**src/rtl/alu_nbit_seq.sv**
```systemverilog
// Registered WIDTH-bit ALU with valid/ready handshakes: single-cycle logic/arith/compare ops
// plus a multi-cycle shift-and-add multiply.
module alu_nbit_seq #(
    parameter int WIDTH = 8
) (
    input  logic             clk,
    input  logic             rst_n,
    input  logic             in_valid,
    output logic             in_ready,
    input  logic [WIDTH-1:0] a,
    input  logic [WIDTH-1:0] b,
    input  logic             cin,
    input  logic [2:0]       op,
    output logic             out_valid,
    input  logic             out_ready,
    output logic [WIDTH-1:0] result,
    output logic             zero,
    output logic             carry,
    output logic             ovf
);

    localparam logic [2:0] OP_AND = 3'b000;
    localparam logic [2:0] OP_OR  = 3'b001;
    localparam logic [2:0] OP_ADD = 3'b010;
    localparam logic [2:0] OP_SUB = 3'b011;
    localparam logic [2:0] OP_SLT = 3'b100;
    localparam logic [2:0] OP_MUL = 3'b101;
    localparam logic [2:0] OP_XOR = 3'b110;
    localparam logic [2:0] OP_NOR = 3'b111;

    localparam int unsigned CW = $clog2(WIDTH + 1);
    localparam logic [CW-1:0] CNT_LAST = CW'(WIDTH);

    typedef enum logic [1:0] {IDLE, MUL, DONE} state_t;

    state_t             state, state_next;
    logic               accept;
    logic [WIDTH-1:0]   b_eff;
    logic               cin_eff;
    logic [WIDTH:0]     sum;
    logic               add_ovf;
    logic [WIDTH-1:0]   alu_res;
    logic               alu_carry;
    logic               alu_ovf;
    logic [2*WIDTH-1:0] acc;
    logic [2*WIDTH-1:0] mcand;
    logic [WIDTH-1:0]   mplier;
    logic [CW-1:0]      cnt;

    // SUB and SLT share the adder as a + ~b + 1; SLT takes sign XOR overflow.
    always_comb begin
        b_eff     = b;
        cin_eff   = 1'b0;
        alu_res   = '0;
        alu_carry = 1'b0;
        alu_ovf   = 1'b0;
        if (op == OP_SUB || op == OP_SLT) begin
            b_eff   = ~b;
            cin_eff = 1'b1;
        end else if (op == OP_ADD) begin
            cin_eff = cin;
        end
        sum     = {1'b0, a} + {1'b0, b_eff} + {{WIDTH{1'b0}}, cin_eff};
        add_ovf = (a[WIDTH-1] == b_eff[WIDTH-1]) & (sum[WIDTH-1] != a[WIDTH-1]);
        case (op)
            OP_AND: alu_res = a & b;
            OP_OR:  alu_res = a | b;
            OP_ADD, OP_SUB: begin
                alu_res   = sum[WIDTH-1:0];
                alu_carry = sum[WIDTH];
                alu_ovf   = add_ovf;
            end
            OP_SLT: alu_res = {{(WIDTH-1){1'b0}}, sum[WIDTH-1] ^ add_ovf};
            OP_XOR: alu_res = a ^ b;
            OP_NOR: alu_res = ~(a | b);
            default: alu_res = '0;
        endcase
    end

    always_comb begin
        state_next = state;
        in_ready   = 1'b0;
        out_valid  = 1'b0;
        case (state)
            IDLE: in_ready = 1'b1;
            MUL: begin
                if (cnt == CNT_LAST) state_next = DONE;
            end
            DONE: begin
                out_valid = 1'b1;
                in_ready  = out_ready;
                if (out_ready) state_next = IDLE;
            end
            default: state_next = IDLE;
        endcase
        accept = in_valid & in_ready;
        if (accept) state_next = (op == OP_MUL) ? MUL : DONE;
    end

    always_ff @(posedge clk) begin
        if (!rst_n) begin
            state  <= IDLE;
            result <= '0;
            carry  <= 1'b0;
            ovf    <= 1'b0;
            acc    <= '0;
            mcand  <= '0;
            mplier <= '0;
            cnt    <= '0;
        end else begin
            state <= state_next;
            if (accept) begin
                if (op == OP_MUL) begin
                    mcand  <= {{WIDTH{1'b0}}, a};
                    mplier <= b;
                    acc    <= '0;
                    cnt    <= '0;
                end else begin
                    result <= alu_res;
                    carry  <= alu_carry;
                    ovf    <= alu_ovf;
                end
            end else if (state == MUL) begin
                // One extra cycle after the last step moves the product into the result.
                if (cnt == CNT_LAST) begin
                    result <= acc[WIDTH-1:0];
                    carry  <= |acc[2*WIDTH-1:WIDTH];
                    ovf    <= 1'b0;
                end else begin
                    if (mplier[0]) acc <= acc + mcand;
                    mcand  <= mcand << 1;
                    mplier <= mplier >> 1;
                    cnt    <= cnt + CW'(1);
                end
            end
        end
    end

    assign zero = (result == '0);

endmodule

```
**config.mk**
```make
export PLATFORM = sky130hd
export DESIGN_NAME = alu_nbit_seq
export DESIGN_NICKNAME = d
export VERILOG_FILES = /design/src/rtl/alu_nbit_seq.sv
export SDC_FILE = /design/constraint.sdc
export NUM_CORES = 1
export LEC_CHECK = 0
export BUFFER_PORTS_ARGS = -buffer_cell sky130_fd_sc_hd__buf_2
export CAP_MARGIN = 25
export CORE_UTILIZATION = 33
export CTS_CLUSTER_DIAMETER = 100
export DETAILED_ROUTE_END_ITERATION = 6
export GPL_TIMING_DRIVEN = 1
export SLEW_MARGIN = 0
export SYNTH_ARGS = -nofsm -noshare
export SYNTH_HDL_FRONTEND = slang
export SYNTH_SLANG_ARGS = --single-unit
```
**constraint.sdc**
```tcl
create_clock -name clk -period 10.8 [get_ports clk]
set_clock_uncertainty 0.1 [all_clocks]
set_input_delay 1.62 -clock clk [delete_from_list [all_inputs] [get_ports clk]]
set_output_delay 1.62 -clock clk [all_outputs]
set_load 0.1 [all_outputs]
```
==> run summary <==
Status: finished, final reports clean
Htree depth: 2
Slew HR: 37.1%
Critical path fanouts, max: 17
Area post-placement: 4380 um^2
Clock root buffer: clkbuf_16
Clk_lat worst skew: 0.30 ns
Seq/Total Area, Yosys: 27.4%
Worst Tran Pin Value: 0.937 ns
Max_cap viols: 0
ANT cells: 0
GP Congestion: 0.853
Die Wd: 113 um
Multi-input logic area: 2730 um^2
ANT nets after route: 0
Drt wl/cell: 14.9 um
RSZ-0062 raised after global routing: no
Post-synth EDFFs: 0
Initial Util: 33.9%
Fraction of layout cells with a size suffix above 1: 11.6%
Setup TNS: 0 ns
CTS Hold Bufs: 0
Total grt overflow: 0
Mapped cell area: 4090 um^2
GR Util All Layers: 16.7%
Post-layout min period: 4.86 ns
HPWL after detailed placement: 7830 um
Worst vdd ir: 0.0000527 V
Synth warnings: 0
Post-Layout Inst Area: 4520 um^2
Endpoint class of the critical path: flop
Seq cells post-synth: 56
Fin nets: 584
DIE AREA: 12800 um^2
PwrDens: 115 nW/um^2
Register area: 1120 um^2
Number of fill cells: 1249
Ports: 37
Post-CTS sizing: 0
First-pass GRT wire length: 17000 um
Core area: 12100 um^2
Yosys cell types: 65
Largest net degree at the start of global routing: 36
Hold Crit Class: reg2reg
Max Transition Viols Final: 0
Gate count of the mapped netlist: 496
Setup violators final: 0
Die height: 113 um
Pre-antenna DRT Iters: 4
Clock Tree Buf Depth: 2
Fin crit share: 45.0%
Syn nets: 563
Startpoint types: primary input
Post-synth top flop: dfxtp_1
# clock sinks: 56
Vias/cell: 5.06
Syn Area/Cell: 8.24 um^2
FP Rows: 40
Drt total wl: 10200 um
CTS tree: built
FFs w/ async S/R, synth: 0%
Vias in the first global route: 3325
Fmax: 206 MHz
DRC Markers: 0
Via count: 3473
CP arrival: 4.94 ns
Crit path kind: in2reg
IO Port Bufs: 36
Clk slew on worst S/H paths: 0.08 ns
Fin. Hold Viols: 0
Leak pwr: 1.93 nW
Inserted Clock Buffers: 5
Area Overhead vs Synth: 10.7%
Initial antenna violation count: 0
Setup bufs post-CTS: 0
Crit path required time: 10.88 ns
Initial DRC Count: 165
==> sequential cells by signal, summed over array words and instances, names as in the netlist <==
signal	cells
state	2
ovf	1
acc	16
result	8
carry	1
cnt	4
mplier	8
mcand	16
==> final cells by class <==
class,instances,share of cell area (%)
clock buffer,6,2.85
multi-input combinational,383,60.3
timing repair buffer,38,4.31
inverter,33,2.74
tap,168,4.65
clock inverter,2,0.360
sequential,56,24.8
==> critical path: stages <==
cell and delay [ns]:
buf_2 0.26, inv_1 0.18, nor3_1 0.27, a21o_1 0.41, xnor2_1 0.15, fa_1 0.45
fa_1 0.42, a21o_1 0.17, a21oi_1 0.21, o21bai_1 0.09, a21oi_1 0.24, xnor2_1 0.10
a211oi_1 0.29, nor2_1 0.08
==> metal layers <==
metal,part of all wire [%],global-route usage (%),wire [um],vias up
met5,0,0,0,-
met3,3.2,2.41,331,7
met2,48,28.2,4940,46
met4,0.78,3.95,80,0
met1,48,22.3,4890,1634
li1,-,-,-,1786
==> cells in the mapped netlist (all sizes together) (3+ instances only) <==
| cell | number | share of area, % |
|---|---|---|
| inv | 32 | 2.9 |
| a21o | 6 | 1.1 |
| o21ai | 24 | 2.9 |
| nand3 | 16 | 2.0 |
| nor3 | 4 | 0.49 |
| nor2 | 39 | 3.8 |
| fa | 3 | 1.5 |
| a21boi | 4 | 0.83 |
| clkbuf | 11 | 1.0 |
| nand2 | 51 | 4.7 |
| xnor2 | 22 | 4.7 |
| a211oi | 17 | 3.2 |
| a31oi | 5 | 0.77 |
| mux2i | 25 | 6.1 |
| o211ai | 8 | 1.5 |
| nor2b | 17 | 3.0 |
| dfxtp | 56 | 27 |
| a21oi | 37 | 4.7 |
| ha | 40 | 12 |
| nand2b | 6 | 0.98 |
| buf | 13 | 1.7 |
| o21bai | 3 | 0.55 |
| xor2 | 8 | 1.7 |
| nor4 | 4 | 0.61 |
| a22oi | 7 | 1.3 |
==> power breakdown <==
group / switching (mW) / internal (mW) / total [mW]
Clock: 0.0769 / 0.0867 / 0.164
Sequential: 0.00566 / 0.213 / 0.219
Combinational: 0.0920 / 0.0455 / 0.138
Total: 0.175 / 0.345 / 0.520
==> cells in the final DEF, fill, tap and decap left out, types with 3 or more instances in the layout <==
cell and n:
o21bai_1 3, mux2i_1 25, inv_1 32, xnor2_1 22
a31oi_1 5, a22oi_1 7, a21oi_1 35, xor2_1 8
nand3_1 16, nand2b_1 5, o21ai_0 19, nor2_1 38
buf_2 36, clkbuf_16 5, ha_1 40, nand2_1 50
nor2b_1 15, a211oi_1 16, o21ai_1 5, fa_1 3
dfxtp_1 56, nor4_1 4, a21o_1 6, nor3_1 4
o211ai_1 8
==> kinds of logic (layout without fill, tap and decap cells) <==
logic type               count (synthesis)  after routing  synth area share, %
AND/OR/NAND/NOR                        155            155                 19.4
AO/OA/AOI/OAI                          129            129                 20.8
buffers and inverters                   57             79                 5.79
flip-flops                              56             56                 27.4
adder cells (fa/ha/maj)                 43             43                 13.7
XOR/XNOR                                30             30                 6.43
multiplexers                            26             26                 6.40
==> path summary, 6_finish.rpt <==
| kind | end | startpoint | slack, ns | depth (start not counted) |
|---|---|---|---|---|
| worst min register to register | mcand[13] | mcand[13] | 0.38 | 2 |
| worst max-delay path | result[6] | op[2] | 5.94 | 14 |
| worst max register to register | cnt[3] | state[1] | 8.01 | 9 |
| worst min-delay path | mcand[13] | mcand[13] | 0.38 | 2 |
==> metrics by stage <==
| step | hold WS (ns) | std cells | setup WS (ns) | power, mW | util (%) |
|---|---|---|---|---|---|
| 4_1_cts | 0.382 | 686 | 5.97 | 0.526 | 37.5 |
| 2_1_floorplan | 0.348 | 496 | 6.16 | 0.331 | - |
| 3_3_place_gp | 0.363 | 678 | 5.78 | 0.359 | 36.3 |
| 3_5_place_dp | 0.371 | 678 | 5.66 | 0.361 | 36.3 |
| 6_report | 0.378 | 686 | 5.94 | 0.520 | 37.5 |
| 5_1_grt | 0.403 | 686 | 5.64 | 0.548 | 37.5 |
Note: power is estimated with default switching activity, not from simulation.
